### src/rtl/aes256_cbc_pkcs7_pad_pkg.sv
// Shared AES sizing and pad-stage state encoding.
// Latency: n/a (types and constants only).
// Backpressure: n/a.
package aes256_cbc_pkcs7_pad_pkg;

  typedef enum logic [1:0] {
    ST_HEADER,
    ST_PAYLOAD,
    ST_PAD
  } pad_state_t;

  localparam int AES_BLOCK_BYTES = 16;
  localparam int AES_BLOCK_BITS  = AES_BLOCK_BYTES * 8;
  localparam int AES_KEY_BITS    = 256;
  // Header is the 256-bit key followed by the 128-bit IV.
  localparam int AES_HDR_BITS    = AES_KEY_BITS + AES_BLOCK_BITS;

endpackage

### src/rtl/aes256_cbc_pkcs7_pad_reg_slice.sv
// Single-entry AXI-Stream register slice (data/keep/last/user + valid/ready).
// Latency: 1 cycle, full throughput (slot refills in the cycle it drains).
// Backpressure: in_rdy = !out_vld | out_rdy; output held stable while stalled.
// Ports: Clk, Rst (sync, active-high); in_* upstream beat; out_* downstream beat.
module aes256_cbc_pkcs7_pad_reg_slice #(
  parameter int W = 64
) (
  input  logic           Clk,
  input  logic           Rst,
  input  logic           in_vld,
  output logic           in_rdy,
  input  logic [W-1:0]   in_dat,
  input  logic [W/8-1:0] in_keep,
  input  logic           in_last,
  input  logic           in_user,
  output logic           out_vld,
  input  logic           out_rdy,
  output logic [W-1:0]   out_dat,
  output logic [W/8-1:0] out_keep,
  output logic           out_last,
  output logic           out_user
);

  logic           vld_q, vld_d;
  logic [W-1:0]   dat_q, dat_d;
  logic [W/8-1:0] keep_q, keep_d;
  logic           last_q, last_d;
  logic           user_q, user_d;

  assign in_rdy = !vld_q || out_rdy;

  always_comb begin
    vld_d  = vld_q;
    dat_d  = dat_q;
    keep_d = keep_q;
    last_d = last_q;
    user_d = user_q;
    if (in_rdy) begin
      vld_d = in_vld;
      if (in_vld) begin
        dat_d  = in_dat;
        keep_d = in_keep;
        last_d = in_last;
        user_d = in_user;
      end
    end
  end

  always_ff @(posedge Clk) begin
    if (Rst) begin
      vld_q  <= 1'b0;
      dat_q  <= '0;
      keep_q <= '0;
      last_q <= 1'b0;
      user_q <= 1'b0;
    end else begin
      vld_q  <= vld_d;
      dat_q  <= dat_d;
      keep_q <= keep_d;
      last_q <= last_d;
      user_q <= user_d;
    end
  end

  assign out_vld  = vld_q;
  assign out_dat  = dat_q;
  assign out_keep = keep_q;
  assign out_last = last_q;
  assign out_user = user_q;

endmodule

### src/rtl/aes256_cbc_pkcs7_pad.sv
// Block-aligns one AXIS message (key, IV, payload): PKCS#7 pad on encrypt, zero-fill + Err_len on decrypt.
// Latency: 1 cycle S->M through one register slice; pad beats generated with S_axis_tready held low.
// Backpressure: S_axis_tready = (!M_axis_tvalid | M_axis_tready) & not padding; M held while stalled.
// Ports: Clk, Rst (sync, active-high); S_axis_* input stream (tuser=encrypt);
//        M_axis_* block-aligned output (tkeep all ones); Err_len pulses on a short decrypt payload.
module aes256_cbc_pkcs7_pad #(
  parameter int AXIS_WIDTH = 64
) (
  input  logic                    Clk,
  input  logic                    Rst,
  input  logic                    S_axis_tvalid,
  output logic                    S_axis_tready,
  input  logic [AXIS_WIDTH-1:0]   S_axis_tdata,
  input  logic [AXIS_WIDTH/8-1:0] S_axis_tkeep,
  input  logic                    S_axis_tlast,
  input  logic                    S_axis_tuser,
  output logic                    M_axis_tvalid,
  input  logic                    M_axis_tready,
  output logic [AXIS_WIDTH-1:0]   M_axis_tdata,
  output logic [AXIS_WIDTH/8-1:0] M_axis_tkeep,
  output logic                    M_axis_tlast,
  output logic                    M_axis_tuser,
  output logic                    Err_len
);

  import aes256_cbc_pkcs7_pad_pkg::*;

  localparam int BPB       = AXIS_WIDTH / 8;              // bytes per beat
  localparam int WPB       = AES_BLOCK_BITS / AXIS_WIDTH; // beats per AES block
  localparam int HDR_BEATS = AES_HDR_BITS / AXIS_WIDTH;

  generate
    if (AXIS_WIDTH != 64 && AXIS_WIDTH != 128) begin : g_bad_width
      $error("aes256_cbc_pkcs7_pad: AXIS_WIDTH must be 64 or 128");
    end
  endgenerate

  pad_state_t      state_q, state_d;
  logic [2:0]      hdr_cnt_q, hdr_cnt_d;
  logic            blk_word_q, blk_word_d;
  logic [1:0]      pad_cnt_q, pad_cnt_d;
  logic [7:0]      fill_q, fill_d;
  logic            enc_q, enc_d;

  logic                  slice_rdy, s_rdy, s_hs, err;
  logic                  sl_vld, sl_last, sl_user;
  logic [AXIS_WIDTH-1:0] sl_dat, last_dat;
  logic [4:0]            k, p;
  logic                  run;
  logic [3:0]            n;
  logic [7:0]            last_fill;
  logic [1:0]            last_pad;

  // Tail-beat arithmetic: valid byte count k, block fill n, pad value p,
  // and how many generated beats are still needed after this beat.
  always_comb begin
    k   = 5'd0;
    run = 1'b1;
    for (int i = 0; i < BPB; i++) begin
      if (run && S_axis_tkeep[i]) k = k + 5'd1;
      else                        run = 1'b0;
    end
    if (k == 5'd0) k = 5'(BPB);

    n = (blk_word_q ? 4'(BPB) : 4'd0) + k[3:0];
    p = 5'd16 - {1'b0, n};
    last_fill = enc_q ? {3'b000, p} : 8'h00;

    last_dat = S_axis_tdata;
    for (int i = 0; i < BPB; i++) begin
      if (5'(i) >= k) last_dat[8*i +: 8] = last_fill;
    end

    // A block-aligned encrypt message still needs a whole 0x10 block;
    // otherwise only the beats up to the block boundary are generated.
    if (n == 4'd0) last_pad = enc_q ? 2'(WPB) : 2'd0;
    else           last_pad = 2'(WPB) - 2'd1 - {1'b0, blk_word_q};
  end

  assign s_rdy = slice_rdy && (state_q != ST_PAD);
  assign s_hs  = S_axis_tvalid && s_rdy;

  always_comb begin
    state_d    = state_q;
    hdr_cnt_d  = hdr_cnt_q;
    blk_word_d = blk_word_q;
    pad_cnt_d  = pad_cnt_q;
    fill_d     = fill_q;
    enc_d      = enc_q;
    sl_vld     = 1'b0;
    sl_dat     = S_axis_tdata;
    sl_last    = 1'b0;
    sl_user    = enc_q;
    err        = 1'b0;

    case (state_q)
      ST_HEADER: begin
        sl_vld = S_axis_tvalid;
        // Mode is not latched yet on the first header beat.
        if (hdr_cnt_q == 3'd0) sl_user = S_axis_tuser;
        if (s_hs) begin
          if (hdr_cnt_q == 3'd0) enc_d = S_axis_tuser;
          if (hdr_cnt_q == 3'(HDR_BEATS - 1)) begin
            hdr_cnt_d  = 3'd0;
            blk_word_d = 1'b0;
            if (S_axis_tlast) begin
              // Empty payload: emit one full fill block.
              state_d   = ST_PAD;
              pad_cnt_d = 2'(WPB);
              fill_d    = enc_q ? 8'h10 : 8'h00;
              err       = !enc_q;
            end else begin
              state_d = ST_PAYLOAD;
            end
          end else begin
            hdr_cnt_d = hdr_cnt_q + 3'd1;
          end
        end
      end

      ST_PAYLOAD: begin
        sl_vld = S_axis_tvalid;
        if (S_axis_tlast) begin
          sl_dat  = last_dat;
          sl_last = (last_pad == 2'd0);
        end
        if (s_hs) begin
          if (S_axis_tlast) begin
            err        = !enc_q && (n != 4'd0);
            blk_word_d = 1'b0;
            pad_cnt_d  = last_pad;
            fill_d     = last_fill;
            state_d    = (last_pad == 2'd0) ? ST_HEADER : ST_PAD;
          end else if (WPB > 1) begin
            blk_word_d = ~blk_word_q;
          end
        end
      end

      ST_PAD: begin
        sl_vld  = 1'b1;
        sl_dat  = {BPB{fill_q}};
        sl_last = (pad_cnt_q == 2'd1);
        if (slice_rdy) begin
          pad_cnt_d = pad_cnt_q - 2'd1;
          if (pad_cnt_q == 2'd1) state_d = ST_HEADER;
        end
      end

      default: state_d = ST_HEADER;
    endcase
  end

  always_ff @(posedge Clk) begin
    if (Rst) begin
      state_q    <= ST_HEADER;
      hdr_cnt_q  <= 3'd0;
      blk_word_q <= 1'b0;
      pad_cnt_q  <= 2'd0;
      fill_q     <= 8'h00;
      enc_q      <= 1'b0;
    end else begin
      state_q    <= state_d;
      hdr_cnt_q  <= hdr_cnt_d;
      blk_word_q <= blk_word_d;
      pad_cnt_q  <= pad_cnt_d;
      fill_q     <= fill_d;
      enc_q      <= enc_d;
    end
  end

  aes256_cbc_pkcs7_pad_reg_slice #(.W(AXIS_WIDTH)) u_slice (
    .Clk      (Clk),
    .Rst      (Rst),
    .in_vld   (sl_vld),
    .in_rdy   (slice_rdy),
    .in_dat   (sl_dat),
    .in_keep  ({BPB{1'b1}}),
    .in_last  (sl_last),
    .in_user  (sl_user),
    .out_vld  (M_axis_tvalid),
    .out_rdy  (M_axis_tready),
    .out_dat  (M_axis_tdata),
    .out_keep (M_axis_tkeep),
    .out_last (M_axis_tlast),
    .out_user (M_axis_tuser)
  );

  assign S_axis_tready = s_rdy;
  // Pulses in the cycle the offending beat is accepted on S.
  assign Err_len = err && !Rst;

endmodule

### config.mk
export PLATFORM = sky130hd
export DESIGN_NAME = aes256_cbc_pkcs7_pad
export DESIGN_NICKNAME = d
export VERILOG_FILES = /design/src/rtl/aes256_cbc_pkcs7_pad_pkg.sv /design/src/rtl/aes256_cbc_pkcs7_pad_reg_slice.sv /design/src/rtl/aes256_cbc_pkcs7_pad.sv
export SDC_FILE = /design/constraint.sdc
export NUM_CORES = 1
export LEC_CHECK = 0
export CAP_MARGIN = 20
export CORE_UTILIZATION = 50
export CTS_CLUSTER_DIAMETER = 80
export CTS_CLUSTER_SIZE = 20
export DETAILED_ROUTE_END_ITERATION = 8
export PLACE_DENSITY_LB_ADDON = 0.3
export SYNTH_ARGS = -nofsm -noshare
export SYNTH_HDL_FRONTEND = slang
export SYNTH_SLANG_ARGS = --single-unit
### constraint.sdc
create_clock -name Clk -period 15.6 [get_ports Clk]
set_clock_uncertainty 0.15 [all_clocks]
set_input_delay 3.12 -clock Clk [delete_from_list [all_inputs] [get_ports Clk]]
set_output_delay 3.12 -clock Clk [all_outputs]
set_load 0.1 [all_outputs]
==> impl_results.md <==
* Crit-path cells: clkdlybuf4s50_1 -> o21ai_0 -> inv_1 -> ha_1 -> nand2_1 -> a31oi_1 -> ha_1 -> nor3b_1 -> o2111ai_1 -> o21ai_0 -> nor2_1 -> ha_1 -> a21bo_2 -> a21oi_1 -> xnor3_1 -> o211ai_2 -> o21ai_0 -> a21oi_1 -> clkdlybuf4s50_1
* Cts-stage hold buffer count at 0
* Via count at 5367
* GRT overflow at 0
* Reg-to-reg endpoint: u_slice.out_dat[25]$_SDFFE_PP0P_
* Pint at 580 uW
* Die X at 102 um
* Pwr/cell area at 215 mW/mm2
* Synthesized flop and latch total at 82
* # fillers at 827
* Final WL at 16700 um
* Clock sink total at 82
* Synth Flop Type: dfxtp_1
* Hold wc startpoint: u_slice.out_dat[59]$_SDFFE_PP0P_
* Max Clk Rate at 85.3 MHz
* CP delay by family, top: compound AO/OA/AOI/OAI gates
* Setup repair bufs after CTS at 0
* Total die area at 0.0105 mm2
* Reg2Reg Depth at 8
* CTS tree: built
* Number of synthesized flops with an enable pin at 0
* Cell at the slowest stage of the critical path: clkdlybuf4s50_1
* Most Crowded Layer GR: met2
* RSZ-0062 raised after global routing: false
* Gp weighted congestion at 0.864
* Initial Util at 51.4%
* Ant diodes at 0
* Pins Over Slew Limit at 0
* Slew HR at 32.7%
* Design Power at 1450 uW
* Vias in the first global route at 5003
* Ys async rst share at 0%
* Resize count post-CTS at 0
* DRC at 0
* Final Setup Violations at 0
* Dpl hpwl at 12500 um
* NetSw at 865 uW
* VDD IR max at 0.219 mV
* Worst hold endpoint: u_slice.out_dat[59]$_SDFFE_PP0P_
* CP max stage delay at 1150 ps
* Via/cell ratio at 6.17
* Drt pass-1 iters at 5
* Status: finished, final reports clean
* Clk buf depth at 2
* Antenna violations before repair at 0
* Register-to-register setup slack at 12500 ps
* Final Cycle Share at 75.2%
* Crit. End Element: output pin
* Yosys warning count at 0
* Worst-path clk slew at 90 ps
* Clock Power Share at 10.4%
* Root buf cell: clkbuf_8
* Share of cells above drive strength 1 at 9.09%
* CP required at 12330 ps
* RR Startpoint: state_q[0]$_SDFFE_PP0P_
* Nets@finish at 821
* Port buffer count at 154
* Critical path startpoint category: input port
* Starting DRC count in detailed routing at 355
* Tmin final at 11730 ps
* Max-cap viol count at 0
* Largest net degree at the start of global routing at 50
* Number of stages on the worst hold path at 2
* Wire per inst at 19.2 um
* Total GRT Usage at 31.6%
* CTS Buf Count at 9
* Static Leak at 0.00239 uW
* Fin. Hold Viols at 0
* Htree depth at 3
* Setup CP Type: input port to output pin
* Synthesized area per cell at 8.27 um2
* M3 GR Usage at 6.63%
* Total negative setup slack at 0 ps
* Hold/Removal Path Class: flip-flop to flip-flop
* Row cnt at 36
* Die height at 102 um
* Met1 usage at 39.8%
* Sequential Power Share at 21.3%
* Io pins at 155
* Worst skew pair latency at 360 ps
* Area growth from synthesis to layout at 33.6%
* Slew @ Worst Pin at 1010 ps
* Core outline area at 0.00977 mm2
* Global-route wire length before repair at 25500 um
* Grt met2 use at 51.8%
* Final ANT Viol Nets at 0
* Comb power frac at 68.3%
* Worst-path maximum fanout at 9
* Count of cell types in the netlist at 90
* Syn Nets at 697
* Crit path buf inv count at 3
* Sw frac at 59.9%
* Post-Synthesis Cells at 608
* Post-Syn Area at 0.00503 mm2
* Crit path arrival time at 8460 ps
* Register area share after synthesis at 32.7%
## cell type report
cell class | instances | area, um2 | share of cell area (%)
Clock buffer | 10 | 138 | 2.05
Clock inverter | 6 | 48.8 | 0.726
Inverter | 21 | 78.8 | 1.17
Multi-Input combinational cell | 458 | 3060 | 45.5
Sequential cell | 82 | 1640 | 24.4
Tap cell | 133 | 166 | 2.48
Timing Repair Buffer | 160 | 1590 | 23.6
## Yosys cell counts, types with 3 or more instances
library cell | count | area, um2
clkbuf_1 | 28 | 105
a311oi_1 | 3 | 26.3
buf_2 | 4 | 20.0
o21ai_1 | 10 | 50.1
dfxtp_1 | 82 | 1640
a211oi_1 | 11 | 82.6
a22o_1 | 3 | 26.3
nand3b_1 | 5 | 37.5
nand2_1 | 64 | 240
ha_1 | 11 | 138
nor2b_1 | 3 | 18.8
o21ai_0 | 40 | 200
a21o_1 | 7 | 52.6
a31oi_1 | 9 | 56.3
o31ai_1 | 9 | 67.6
nand2b_1 | 7 | 43.8
and4_1 | 4 | 35.0
mux2i_1 | 5 | 50.1
buf_6 | 5 | 56.3
o221ai_1 | 3 | 26.3
inv_1 | 20 | 75.1
o21ai_2 | 4 | 35.0
nor4_1 | 3 | 18.8
a221oi_1 | 3 | 26.3
and3_1 | 3 | 18.8
nor2_1 | 39 | 146
nand3_1 | 30 | 150
o211ai_1 | 5 | 37.5
nor3_1 | 13 | 65.1
a22oi_1 | 5 | 37.5
buf_4 | 9 | 67.6
o21a_1 | 6 | 45.0
a21oi_1 | 51 | 255
a32o_1 | 15 | 150
a32oi_1 | 3 | 26.3
nand4_1 | 5 | 31.3
o2111ai_2 | 3 | 45.0
nor3b_1 | 4 | 30.0
## flip-flops by register name, indices dropped and copies added, names as in the netlist
signal            count
pad_cnt_q             2
u_slice.out_vld       1
u_slice.out_user      1
fill_q                5
u_slice.out_keep      1
blk_word_q            1
u_slice.out_dat      64
state_q               2
enc_q                 1
u_slice.out_last      1
hdr_cnt_q             3
## stage by stage
step / setup slack (ps) / cell area, um2 / util [%] / hold slack [ps] / std cells
after floorplan: 4700 / 5030 / - / 296 / 608
after global placement: 3990 / 6530 / 66.8 / 288 / 854
after detailed placement: 3950 / 6530 / 66.8 / 298 / 854
after CTS: 3940 / 6720 / 68.7 / 311 / 870
after global routing: 3540 / 6720 / 68.7 / 326 / 870
final: 3870 / 6720 / 68.7 / 309 / 870
## placed cells by master (no fill, tap or decap), types with 4 or more instances in the layout
cell type        instances
a211oi_1                11
a21o_1                   7
a21oi_1                 51
a22oi_1                  5
a31oi_1                  9
a32o_1                  15
and4_1                   4
buf_4                    6
clkbuf_8                10
clkdlybuf4s50_1        154
dfxtp_1                 82
ha_1                    11
inv_1                   20
mux2i_1                  5
nand2_1                 64
nand2b_1                 7
nand3_1                 30
nand3b_1                 5
nand4_1                  5
nor2_1                  37
nor3_1                  13
nor3b_1                  4
o211ai_1                 5
o21a_1                   6
o21ai_0                 40
o21ai_1                 10
o21ai_2                  4
o31ai_1                  9
## cells by family (layout without fill, tap and decap cells)
kind of cell	Yosys count	after routing	synth area share, %
flops	82	82	32.7
simple gates	207	207	22.1
mux	5	5	0.996
buf+inv	68	197	6.59
compound gates	229	229	33.2
fa+ha+maj	11	11	2.74
xor+xnor	6	6	1.69
## worst reg2reg max path, cell delays in order (launching register included)
cell and delay [ps]:
dfxtp_1 400, inv_1 100, ha_1 290, buf_4 400, clkinv_1 640, a21oi_1 450, o21ai_0 230, o21ai_0 250
o21ai_1 80
## worst max path at each step
stage	from	end	slack, ps	cells after the start
6_report	S_axis_tkeep[2]	Err_len	3870	19
5_1_grt	S_axis_tkeep[2]	Err_len	3540	19
4_1_cts	S_axis_tkeep[2]	Err_len	3940	19
3_5_place_dp	S_axis_tkeep[2]	Err_len	3950	19
3_3_place_gp	S_axis_tkeep[2]	Err_len	3990	19
2_1_floorplan	S_axis_tkeep[2]	Err_len	4700	18
## layer usage
metal / vias to the layer above / share of wire (%)
met5: - / 0
met4: 0 / 3.3
met3: 45 / 8.5
met2: 268 / 47
met1: 2529 / 41
li1: 2525 / -
## power by group through the flow
| stage | clock (uW) | combinational (uW) | sequential (uW) |
|---|---|---|---|
| after floorplan | 0 | 373 | 686 |
| after global placement | 0 | 960 | 309 |
| after detailed placement | 0 | 976 | 312 |
| after CTS | 151 | 979 | 307 |
| after global routing | 160 | 1030 | 315 |
| final | 150 | 987 | 308 |
(Power assumes the default switching activity.)
